$ cat config.mk
export PLATFORM = sky130hd
export DESIGN_NAME = mg_seq_divider
export DESIGN_NICKNAME = d
export VERILOG_FILES = /design/src/rtl/mg_div_pkg.sv /design/src/rtl/mg_cpa_sub.sv /design/src/rtl/mg_seq_divider.sv
export SDC_FILE = /design/constraint.sdc
export NUM_CORES = 1
export LEC_CHECK = 0
export ABC_CLOCK_PERIOD_IN_PS = 2750
export CORE_ASPECT_RATIO = 1.5
export CORE_MARGIN = 1.5
export CORE_UTILIZATION = 52
export CTS_BUF_LIST = sky130_fd_sc_hd__clkbuf_16
export CTS_CLUSTER_DIAMETER = 120
export CTS_CLUSTER_SIZE = 25
export DETAILED_ROUTE_END_ITERATION = 8
export GPL_TIMING_DRIVEN = 0
export HOLD_SLACK_MARGIN = 0.02
export PLACE_DENSITY = 0.78
export SYNTH_ARGS = -nofsm -noshare
export SYNTH_HDL_FRONTEND = slang
export SYNTH_SLANG_ARGS = --single-unit
export TNS_END_PERCENT = 1
$ cat constraint.sdc
create_clock -name clk -period 2.75 [get_ports clk]
set_input_delay 0.55 -clock clk [delete_from_list [all_inputs] [get_ports clk]]
set_output_delay 0.55 -clock clk [all_outputs]
set_load 0.1 [all_outputs]
$ cat src/rtl/mg_div_pkg.sv
// Shared types and helpers for the sequential divider: FSM states, counter sizing,
// and the P/G prefix cell also used by the multiplier final-adder generators.
package mg_div_pkg;

  typedef enum logic [1:0] {IDLE, CALC, DONE} state_e;

  function automatic int cnt_width(input int w);
    return $clog2(w + 1);
  endfunction

  // Returns {g_out, p_out} for a (hi, lo) group merge.
  function automatic logic [1:0] pg_cell(input logic g_hi, input logic p_hi,
                                         input logic g_lo, input logic p_lo);
    return {g_hi | (p_hi & g_lo), p_hi & p_lo};
  endfunction

endpackage

$ cat src/rtl/mg_cpa_sub.sv
// Combinational N-bit Brent-Kung subtractor: diff = a - b computed as a + ~b + 1,
// borrow is the inverted carry out.
module mg_cpa_sub
  import mg_div_pkg::*;
#(
  parameter int N = 5
) (
  input  logic [N-1:0] a_i,
  input  logic [N-1:0] b_i,
  output logic [N-1:0] diff_o,
  output logic         borrow_o
);

  localparam int LEVELS = $clog2(N);

  logic [N-1:0] hp;
  logic [N-1:0] gg;
  logic [N-1:0] pp;

  assign hp = a_i ^ ~b_i;

  always_comb begin
    gg = a_i & ~b_i;
    pp = hp;
    // Fold the +1 carry-in into bit 0 so gg[i] becomes the carry out of bit i.
    gg[0] = gg[0] | pp[0];
    for (int l = 0; l < LEVELS; l++) begin
      for (int i = 0; i < N; i++) begin
        int j;
        j = (i >= (1 << l)) ? i - (1 << l) : 0;
        if (((i + 1) % (2 << l)) == 0)
          {gg[i], pp[i]} = pg_cell(gg[i], pp[i], gg[j], pp[j]);
      end
    end
    for (int l = LEVELS - 2; l >= 0; l--) begin
      for (int i = 0; i < N; i++) begin
        int j;
        j = (i >= (1 << l)) ? i - (1 << l) : 0;
        if ((((i + 1) % (2 << l)) == (1 << l)) && (i >= (2 << l)))
          {gg[i], pp[i]} = pg_cell(gg[i], pp[i], gg[j], pp[j]);
      end
    end
  end

  assign diff_o   = hp ^ {gg[N-2:0], 1'b1};
  assign borrow_o = ~gg[N-1];

endmodule

$ cat src/rtl/mg_seq_divider.sv
// Iterative unsigned restoring divider, one quotient bit per cycle, valid/ready on both sides.
// Optional MG_DIV_FASTPATH_EN: divide-by-zero and dividend<divisor finish straight from accept.
module mg_seq_divider
  import mg_div_pkg::*;
#(
  parameter int WIDTH = 4
) (
  input  logic             clk,
  input  logic             rst,
  input  logic             in_valid,
  output logic             in_ready,
  input  logic [WIDTH-1:0] dividend,
  input  logic [WIDTH-1:0] divisor,
  output logic             out_valid,
  input  logic             out_ready,
  output logic [WIDTH-1:0] quotient,
  output logic [WIDTH-1:0] remainder,
  output logic             div_by_zero,
  output logic             busy
);

  localparam int CNT_W = cnt_width(WIDTH);

  state_e             state_q, state_d;
  logic [CNT_W-1:0]   cnt_q, cnt_d;
  logic [WIDTH-1:0]   q_q, q_d, rem_q, rem_d, dvsr_q, dvsr_d, dvd_q, dvd_d;
  logic [WIDTH-1:0]   quo_q, quo_d, rmd_q, rmd_d;
  logic               dbz_q, dbz_d;

  logic [WIDTH:0]     r_sh, t_diff;
  logic               t_borrow;
  logic               unused_bits;

  assign r_sh = {rem_q, q_q[WIDTH-1]};

  mg_cpa_sub #(.N(WIDTH + 1)) u_sub (
    .a_i      (r_sh),
    .b_i      ({1'b0, dvsr_q}),
    .diff_o   (t_diff),
    .borrow_o (t_borrow)
  );

`ifdef MG_DIV_FASTPATH_EN
  logic [WIDTH:0] fp_diff;
  logic           fp_lt;

  mg_cpa_sub #(.N(WIDTH + 1)) u_fp_cmp (
    .a_i      ({1'b0, dividend}),
    .b_i      ({1'b0, divisor}),
    .diff_o   (fp_diff),
    .borrow_o (fp_lt)
  );

  assign unused_bits = t_diff[WIDTH] ^ (^fp_diff);
`else
  assign unused_bits = t_diff[WIDTH];
`endif

  always_comb begin
    state_d = state_q;
    cnt_d   = cnt_q;
    q_d     = q_q;
    rem_d   = rem_q;
    dvsr_d  = dvsr_q;
    dvd_d   = dvd_q;
    quo_d   = quo_q;
    rmd_d   = rmd_q;
    dbz_d   = dbz_q;
    case (state_q)
      IDLE: begin
        if (in_valid) begin
          dvsr_d  = divisor;
          dvd_d   = dividend;
          q_d     = dividend;
          rem_d   = '0;
          cnt_d   = '0;
          state_d = CALC;
`ifdef MG_DIV_FASTPATH_EN
          if ((divisor == '0) || fp_lt) begin
            state_d = DONE;
            quo_d   = (divisor == '0) ? '1 : '0;
            rmd_d   = dividend;
            dbz_d   = (divisor == '0);
          end
`endif
        end
      end
      CALC: begin
        if (!t_borrow) begin
          rem_d = t_diff[WIDTH-1:0];
          q_d   = {q_q[WIDTH-2:0], 1'b1};
        end else begin
          rem_d = r_sh[WIDTH-1:0];
          q_d   = {q_q[WIDTH-2:0], 1'b0};
        end
        cnt_d = cnt_q + 1'b1;
        // Last iteration: publish straight from the next-state values.
        if (cnt_q == CNT_W'(WIDTH - 1)) begin
          state_d = DONE;
          dbz_d   = (dvsr_q == '0);
          quo_d   = (dvsr_q == '0) ? '1 : q_d;
          rmd_d   = (dvsr_q == '0) ? dvd_q : rem_d;
        end
      end
      DONE: begin
        if (out_ready) state_d = IDLE;
      end
      default: state_d = IDLE;
    endcase
  end

  always_ff @(posedge clk) begin
    if (rst) begin
      state_q <= IDLE;
      cnt_q   <= '0;
      q_q     <= '0;
      rem_q   <= '0;
      dvsr_q  <= '0;
      dvd_q   <= '0;
      quo_q   <= '0;
      rmd_q   <= '0;
      dbz_q   <= 1'b0;
    end else begin
      state_q <= state_d;
      cnt_q   <= cnt_d;
      q_q     <= q_d;
      rem_q   <= rem_d;
      dvsr_q  <= dvsr_d;
      dvd_q   <= dvd_d;
      quo_q   <= quo_d;
      rmd_q   <= rmd_d;
      dbz_q   <= dbz_d;
    end
  end

  assign in_ready    = (state_q == IDLE);
  assign out_valid   = (state_q == DONE);
  assign busy        = (state_q != IDLE);
  assign quotient    = quo_q;
  assign remainder   = rmd_q;
  assign div_by_zero = dbz_q;

endmodule

==> results.md, run 1 <==
- Status: complete, no violations
- Synth cell count leaders: 30 x dfxtp_1, 27 x nor2_1, 13 x a21oi_1, 13 x inv_1, 8 x mux2i_1
- Fmax: 390 MHz
- Vias: 1236
- LEAKAGE: approximately 0.73 nW
- Tmin final: 2.57 ns
- Synth top area share: 0.415
- Starting DRT DRC Count: 39
- Post-DP Area: 1710 um2
- Crit Path Category: reg -> out
- Max VDD drop: 0.530 mV
- P&R area growth vs syn: 27.3%
- Setup WS pre-CTS: 0.184 ns
- Drc violations: 0
- # rows: 23
- Largest net degree at the start of global routing: 11
- CP Cell Sequence: nor2b_1 > clkdlybuf4s50_1
- Syn_nets: 180
- Num CTS Buffers: 5
- Mapped Cells: 161
- First-pass GRT wire length: about 5400 um
- Ys async rst share: 0
- Clk buf depth: 2
- R2r setup slk: 0.62 ns
- Final setup viols: 0
- Hold wc startpoint: div_by_zero$_SDFFE_PP0P_
- Top post-synthesis cells by area: dfxtp_1 41%, nor2_1 7.0%, mux2i_1 5.5%, a21oi_1 4.5%, ha_1 4.3%
- Reg-to-Reg End: rem_q[3]$_SDFFE_PP0P_
- Critical Path Max Stage Delay: 1.15 ns
- Top-count cell post-synth: dfxtp_1
- Startpoint types: flop
- CP top delay family: buffers and inverters
- Initial antenna violation count: 0
- Number of global-route vias before repair: 1223
- Final worst slack: 0.185 ns
- FF+latch count, synth: 30
- Cells on worst reg2reg path: 9
- Worst-path maximum fanout: 5
- Hold Crit Depth: 2
- RSZ-0062 raised after global routing: no
- CTS tree: yes
- Starting Density: 0.547
- Fillers: 237
- Post-CTS Setup Bufs: 0
- DIE WIDTH: 46.1 um
- Die Area: 3120 um2
- Slew Viols, Final: 0
- Sequential-to-total area share from yosys stat: 0.415
- # port buffers: 21
- Slew HR: 0.350
- Number of library cell types mapped by synthesis: 39
- Crit path DAT: 2.02 ns
- Period utilization: 0.933
- Worst path slowest cell: clkdlybuf4s50_1
- ANT cells: 0
- WL final: around 3100 um
- Ports: 24
- Synthesized cell area: 1450 um2
- Setup TNS: 0 ns
- Hold Crit Class: reg -> reg
- Hold Buf Count CTS: 0
- Buffers and inverters on the worst path: 1
- Nets: 208
- Design area: 1840 um2
- Htree depth: 2
- Overall routing resource usage: 0.248
- Post-detail-place hpwl: approximately 2400 um
- Clk_skew: roughly 0.0034 ns
- Core box area: about 2600 um2
- Overflow after GRT: 0
- Hold Fails Final Rpt: 0
- Primary FF master, synth: dfxtp_1
- Slew @ Worst Pin: 0.972 ns
- WP data required: 2.20 ns
- Pwr Total: 1.16 mW
- Min-Delay Endpoint: div_by_zero$_SDFFE_PP0P_
- Max-cap violations: 0
- Latest clock arrival within the worst-skew pair: 0.27 ns
- Avg Inst Size Synth: 9.00 um2
- Die span in y: just under 70 um
- GP Congestion: 0.821
- CTS clock-pin slew for the worst setup and hold paths: about 0.050 ns
- RR Startpoint: q_q[3]$_SDFFE_PP0P_
- Ys Warns: 0
- First-pass detailed-route iteration total: 4
- PD cells: roughly 630 nW/um2
- Routed length per instance: roughly 14 um
- CTS Root Cell: clkbuf_16
- Worst setup EP type: output port
- Layout cells sized above 1: 0.126
- Routed Antenna Nets: 0
- Post-synth EDFFs: 0
- Synth area leader: dfxtp_1
- Sink Count: 30
- Via density: 5.44
[final cells by class]
cell class                      instances  area [um2]  area share
Sequential cell                        30         601       0.326
Inverter                               14        52.6      0.0285
Clock buffer                            5         125      0.0678
Multi-Input combinational cell        108         746       0.404
Buffer                                  9        50.0      0.0271
Timing Repair Buffer                   21         211       0.115
Tap cell                               37        46.3      0.0251
Clock inverter                          3        12.5     0.00678
[registers in the layout (all words and copies together) (netlist names)]
signal,flops
state_q,2
dvd_q,4
q_q,4
quotient,4
rem_q,4
cnt_q,3
dvsr_q,4
div_by_zero,1
remainder,4
[cell families after synthesis]
family	after synthesis	share of synthesized area
buffers and inverters	23	0.0708
flip-flops	30	0.415
AND/OR/NAND/NOR	52	0.182
XOR/XNOR	1	0.00605
multiplexers	9	0.0630
adder cells (fa/ha/maj)	7	0.0708
AO/OA/AOI/OAI	39	0.193
[worst min-delay path: stages (launching register included)]
cell,delay (ns)
dfxtp_1,0.30
nand2_1,0.05
a21oi_1,0.06
[layout by cell type, fill, tap and decap left out, types with 3 or more instances in the layout]
master           instances
a21oi_1                 13
mux2i_1                  8
nor2_1                  27
clkdlybuf4s50_1         19
o221a_2                  4
ha_1                     5
a22oi_1                  3
nand2b_1                 3
dfxtp_1                 30
clkbuf_16                5
clkbuf_1                 3
o32ai_1                  5
buf_2                    3
o22ai_1                  3
inv_1                   14
nor2b_1                  4
nand2_1                  5
[repair_timing]
| item | CTS | global route |
|---|---|---|
| resized for setup | 1 | 1 |
| gates cloned | 0 | 0 |
| endpoints found under the setup margin | 1 | 1 |
[worst max-delay path by stage]
stage	cells past startpoint	from	slack, ns	endpoint
after CTS	3	state_q[0]$_SDFFE_PP0P_	0.01	busy
final	2	state_q[1]$_SDFFE_PP0P_	0.18	out_valid
after global routing	2	state_q[1]$_SDFFE_PP0P_	0.13	out_valid
after detailed placement	4	state_q[0]$_SDFFE_PP0P_	0.18	in_ready
after global placement	4	state_q[0]$_SDFFE_PP0P_	0.20	in_ready
after floorplan	1	state_q[1]$_SDFFE_PP0P_	0.44	out_valid
[power by group]
part           internal, mW  leakage, nW  switching (mW)
Clock                 0.326       0.0724           0.180
Combinational        0.0803        0.414           0.102
Sequential            0.455        0.245          0.0162
[routing by layer]
layer	vias to the layer above	GRT usage	share of wire
li1	621	-	-
met1	584	0.241	0.37
met2	24	0.446	0.56
met3	7	0.0722	0.037
met4	0	0.132	0.026
met5	-	0	0
[per-stage QoR]
stage | std cells | hold slack [ns] | utilization
3_3_place_gp | 219 | 0.448 | 0.644
3_5_place_dp | 219 | 0.455 | 0.644
2_1_floorplan | 161 | 0.454 | -
4_1_cts | 227 | 0.461 | 0.696
5_1_grt | 227 | 0.510 | 0.697
6_report | 227 | 0.460 | 0.697
Power figures use the tool's default switching activity.
==> inputs of run 2 (changes only) <==
- CORE_UTILIZATION: 52 -> 54
- CTS_BUF_LIST: sky130_fd_sc_hd__clkbuf_16 -> sky130_fd_sc_hd__clkbuf_8
- PLACE_DENSITY: 0.78 -> 0.81
==> run 2 against run 1 <==
Against the previous run:
- non-clock buffer count did not move
- fmax fell by 1.1%
- critical path type unchanged
- via count barely moved
- clock power down 29%
- first-iteration DRC count is 5.1% lower
- final cell count shrank 0.44%
- highest routed layer unchanged
- total power is 13% lower
- critical path depth did not move
- sequential cell count stayed put
- sequential share of layout area is 0.93 points higher
==> results.md, run 2 (synthesized netlist as in run 1, its figures left out) <==
- Status: complete, no violations
- GP Congestion: 0.826 (+0.60%)
- WP data required: 2.20 ns (about the same)
- Switch share: 0.276 (+0.0186)
- Vias: 1237 (+0.081%)
- Switch Pwr: 0.279 mW (-6.6%)
- CP top delay family: buffers and inverters
- Fillers: 212 (-11%)
- Tmin final: 2.59 ns (+0.0275 ns)
- Core box area: 2500 um2 (-5.4%)
- Startpoint types: flop
- Latest clock arrival within the worst-skew pair: 0.28 ns (about the same)
- Htree depth: 2 (unchanged)
- Int Power: 0.732 mW (-15%)
- Via density: 5.47 (+0.52%)
- Hold Buf Count CTS: 0 (unchanged)
- Max VDD drop: 0.437 mV (-18%)
- Number of global-route vias before repair: 1285 (+5.1%)
- Die span in y: 66.4 um (-1.8%)
- Routed length per instance: 13.7 um (-1.2%)
- Worst path slowest cell: clkdlybuf4s50_1
- First-pass GRT wire length: 5570 um (+3.7%)
- Slew HR: 0.353 (+0.00278)
- P&R area growth vs syn: 23.7%
- Starting Density: 0.578 (+0.0312)
- Clk_skew: 0.00552 ns (+0.00214 ns)
- Initial antenna violation count: 0 (unchanged)
- First-pass detailed-route iteration total: 4 (unchanged)
- Final setup viols: 0 (unchanged)
- Overflow after GRT: 0 (unchanged)
- Setup TNS: 0 ns (unchanged)
- Max-cap violations: 0 (unchanged)
- # resized after CTS: 2 (+1)
- Drc violations: 0 (unchanged)
- Reg power frac: 0.466 (+0.059)
- Ports: 24 (unchanged)
- # port buffers: 21 (unchanged)
- Overall routing resource usage: 0.259 (+0.0113)
- CTS clock-pin slew for the worst setup and hold paths: 0.06 ns (about the same)
- Starting DRT DRC Count: 37 (-5.1%)
- Slew @ Worst Pin: 0.968 ns (-0.00416 ns)
- Reg area: 601 um2 (unchanged)
- WL final: 3100 um (-1.7%)
- Die Area: 3010 um2 (-3.5%)
- Placed insts: 218 (-0.46%)
- # rows: 22 (-4.3%)
- Period utilization: 0.943 (+0.0100)
- Design area: 1790 um2 (-2.8%)
- DIE WIDTH: 45.3 um (-1.7%)
- Sink Count: 30 (unchanged)
- Worst setup EP type: output port
- Most common cell after layout, fill and taps aside: dfxtp_1
- RSZ-0062 raised after global routing: no
- PD cells: 564 nW/um2 (-10%)
- Clk buf depth: 2 (unchanged)
- Logic gate share of total power: 0.180 (+0.023)
- Nets: 208 (unchanged)
- Buffers and inverters on the worst path: 1 (unchanged)
- Layout cells sized above 1: 0.132 (+0.00526)
- CTS tree: yes
- ANT cells: 0 (unchanged)
- Fmax: 386 MHz (-1.1%)
- Post-DP Area: 1700 um2 (about the same)
- Final non-filler cell total: 226 (-0.44%)
- Most frequent cells in the layout: 30 x dfxtp_1, 27 x nor2_1, 19 x clkdlybuf4s50_1
- CP Cell Sequence: nor2b_1 > clkdlybuf4s50_1
- Worst-path maximum fanout: 5 (unchanged)
- CTS Root Cell: clkbuf_8
- LEAKAGE: 0.702 nW (-4.1%)
- Slew Viols, Final: 0 (unchanged)
- Num CTS Buffers: 5 (unchanged)
- Post-CTS Setup Bufs: 0 (unchanged)
- Hold Crit Class: reg -> reg
- Hold Fails Final Rpt: 0 (unchanged)
- Crit Path Category: reg -> out
- Critical Path Max Stage Delay: 1.15 ns (about the same)
- Routed Antenna Nets: 0 (unchanged)
- Post-detail-place hpwl: 2420 um (+2.8%)
- Crit path DAT: 2.04 ns (+0.02 ns)
- Largest net degree at the start of global routing: 11 (unchanged)
- Clock Power Share: 0.354 (-0.082)
- Multi-input logic area: 746 um2 (unchanged)
-- run 2: changes by cell type in the layout (fill, tap and decap cells not counted), sizes merged --
cell          previous run  this run
clkbuf                   9        10
clkinv                   3         2
dlygate4sd2              1         2
dlymetal6s2s             1         0
-- run 2: power groups by stage --
stage               Clock, mW  Sequential (mW)  Combinational, mW
global placement            0            0.479              0.178
CTS                     0.371            0.471              0.183
global route            0.387            0.473              0.201
floorplan                   0            0.478              0.137
detailed placement          0            0.480              0.183
finish                  0.358            0.471              0.182
-- run 2: worst min-delay path, stage by stage (launching register included) --
cell,delay [ns]
dfxtp_1,0.31
nand2_1,0.05
a21oi_1,0.05
-- run 2: worst paths after layout --
kind	start	endpoint	slack (ns)	cells after the start
max	state_q[1]$_SDFFE_PP0P_	out_valid	0.16	2
min	div_by_zero$_SDFFE_PP0P_	div_by_zero$_SDFFE_PP0P_	0.46	2
max reg2reg	dvsr_q[0]$_SDFFE_PP0P_	rem_q[3]$_SDFFE_PP0P_	0.60	8
min reg2reg	div_by_zero$_SDFFE_PP0P_	div_by_zero$_SDFFE_PP0P_	0.46	2
-- run 2: through the flow --
| step | total power, mW | utilization | worst slack [ns] | hold WS, ns |
|---|---|---|---|---|
| floorplan | 0.615 | - | 0.440 | 0.454 |
| global route | 1.06 | 0.716 | 0.0526 | 0.506 |
| CTS | 1.02 | 0.716 | 0.140 | 0.463 |
| detailed placement | 0.663 | 0.680 | 0.187 | 0.455 |
| finish | 1.01 | 0.716 | 0.157 | 0.459 |
| global placement | 0.656 | 0.680 | 0.196 | 0.448 |
-- run 2: layer usage --
layer,GRT usage,wire length [um],part of all wire
met1,0.262,1210,0.39
met2,0.463,1700,0.55
met3,0.0738,98,0.032
met4,0.125,85,0.027
met5,0,0,0
-- run 2: area by class of cell --
cell class,instances,area share
Sequential cell,30,0.335
Inverter,14,0.0293
Buffer,9,0.0279
Tap cell,36,0.0251
Clock inverter,2,0.00488
Clock buffer,6,0.0461
Timing Repair Buffer,21,0.116
Multi-Input combinational cell,108,0.416
==> inputs of run 3 (changes only) <==
- SKIP_LAST_GASP: unset -> 1
==> run 3 against run 2 <==
Against the previous run:
- clock skew did not move
- total power hardly changed
- worst hold slack is the same
- combinational power is essentially flat
- sequential cell count did not move
- sequential share of layout area down 0.070 points
- critical path depth is the same
- non-clock buffer count is the same
- final cell count unchanged
==> results.md, run 3 (synthesized netlist as in run 1, its figures left out) <==
- Status: complete, no violations
- P&R area growth vs syn: 24.0%
- GP Congestion: 0.826 (unchanged)
- Startpoint types: flop
- Core Util, Final: 0.717 (+0.00150)
- Overflow after GRT: 0 (unchanged)
- Slew HR: 0.353 (unchanged)
- CTS Root Cell: clkbuf_8
- # rows: 22 (unchanged)
- Final setup viols: 0 (unchanged)
- Die span in y: 66.4 um (unchanged)
- Tmin final: 2.59 ns (unchanged)
- WL final: 3100 um (about the same)
- Most frequent cells in the layout: 30 x dfxtp_1, 27 x nor2_1, 19 x clkdlybuf4s50_1
- Slew Viols, Final: 0 (unchanged)
- Layout cells sized above 1: 0.132 (unchanged)
- First-pass GRT wire length: 5570 um (unchanged)
- WP data required: 2.20 ns (about the same)
- Worst setup EP type: output port
- Period utilization: 0.943 (unchanged)
- PD cells: 563 nW/um2 (-0.14%)
- Initial antenna violation count: 0 (unchanged)
- Setup TNS: 0 ns (unchanged)
- CTS tree: yes
- Clk_skew: 0.00552 ns (unchanged)
- Crit path DAT: 2.04 ns (about the same)
- Fmax: 386 MHz (unchanged)
- Max VDD drop: 0.437 mV (unchanged)
- Number of global-route vias before repair: 1285 (unchanged)
- RSZ-0062 raised after global routing: no
- Max-cap violations: 0 (unchanged)
- DIE WIDTH: 45.3 um (unchanged)
- Routed length per instance: 13.7 um (about the same)
- Post-detail-place hpwl: 2420 um (unchanged)
- Starting DRT DRC Count: 37 (unchanged)
- Slew @ Worst Pin: 0.968 ns (unchanged)
- Overall routing resource usage: 0.259 (unchanged)
- CTS clock-pin slew for the worst setup and hold paths: 0.06 ns (about the same)
- Hold Fails Final Rpt: 0 (unchanged)
- Nets: 208 (unchanged)
- Latest clock arrival within the worst-skew pair: 0.28 ns (about the same)
- Pwr Total: 1.01 mW (about the same)
- Hold Buf Count CTS: 0 (unchanged)
- Ports: 24 (unchanged)
- ANT cells: 0 (unchanged)
- Crit Path Category: reg -> out
- Clk buf depth: 2 (unchanged)
- Starting Density: 0.578 (unchanged)
- Most common cell after layout, fill and taps aside: dfxtp_1
- Vias: 1236 (-0.081%)
- Placed insts: 218 (unchanged)
- Sink Count: 30 (unchanged)
- LEAKAGE: 0.711 nW (+1.4%)
- Core box area: 2500 um2 (unchanged)
- First-pass detailed-route iteration total: 4 (unchanged)
- Largest net degree at the start of global routing: 11 (unchanged)
- Htree depth: 2 (unchanged)
- Final non-filler cell total: 226 (unchanged)
- Hold Crit Class: reg -> reg
- Num CTS Buffers: 5 (unchanged)
- Via density: 5.47 (about the same)
- Die Area: 3010 um2 (unchanged)
- Drc violations: 0 (unchanged)
- Routed Antenna Nets: 0 (unchanged)
- Worst-path maximum fanout: 5 (unchanged)
- # port buffers: 21 (unchanged)
-- run 3: cell count changes in the layout (fill, tap and decap cells not counted), sizes merged --
cell          before  now
dlymetal6s2s       0    1
dlygate4sd2        2    1
-- run 3: path summary, 6_finish.rpt --
kind / start / endpoint / slack [ns] / cells after the start
min: div_by_zero$_SDFFE_PP0P_ / div_by_zero$_SDFFE_PP0P_ / 0.46 / 2
min reg2reg: div_by_zero$_SDFFE_PP0P_ / div_by_zero$_SDFFE_PP0P_ / 0.46 / 2
max reg2reg: dvsr_q[0]$_SDFFE_PP0P_ / rem_q[3]$_SDFFE_PP0P_ / 0.60 / 8
max: state_q[1]$_SDFFE_PP0P_ / out_valid / 0.16 / 2
-- run 3: report_power, final --
| group | internal [mW] | switching (mW) | leakage (nW) | total, mW |
|---|---|---|---|---|
| logic | 0.0806 | 0.102 | 0.414 | 0.182 |
| registers | 0.454 | 0.0164 | 0.245 | 0.471 |
| clock network | 0.198 | 0.161 | 0.0524 | 0.358 |
-- run 3: what timing repair did --
| item | in CTS | in global routing |
|---|---|---|
| pin swaps | 0 | 0 |
| setup buffers | 0 | 0 |
| cloned | 0 | 0 |
| endpoints found under the setup margin | 2 | 1 |
| resized for setup | 1 | 1 |
-- run 3: through the flow --
stage	hold slack, ns	setup slack [ns]	instance area, um2
3_3_place_gp	0.448	0.196	1700
3_5_place_dp	0.455	0.187	1700
6_report	0.459	0.157	1800
5_1_grt	0.506	0.0526	1800
2_1_floorplan	0.454	0.440	1450
4_1_cts	0.463	-0.0226	1790
-- run 3: final cells by class --
type                       instances  area [um2]
buffer                             9        50.0
fill                             212         708
timing repair buffer              21         211
sequential                        30         601
tap                               36        45.0
multi-input combinational        108         746
inverter                          14        52.6
clock inverter                     2        8.76
clock buffer                       6        82.6
-- run 3: per-layer routing --
metal,vias up,global-route usage,part of all wire
met4,0,0.125,0.027
met2,23,0.463,0.55
met3,10,0.0738,0.032
met1,583,0.262,0.39
met5,-,0,0
li1,620,-,-
-- run 3: worst max-delay path, cell delays in order, from the launching register on --
cell,delay [ns]
dfxtp_1,0.41
nor2b_1,0.20
clkdlybuf4s50_1,1.15
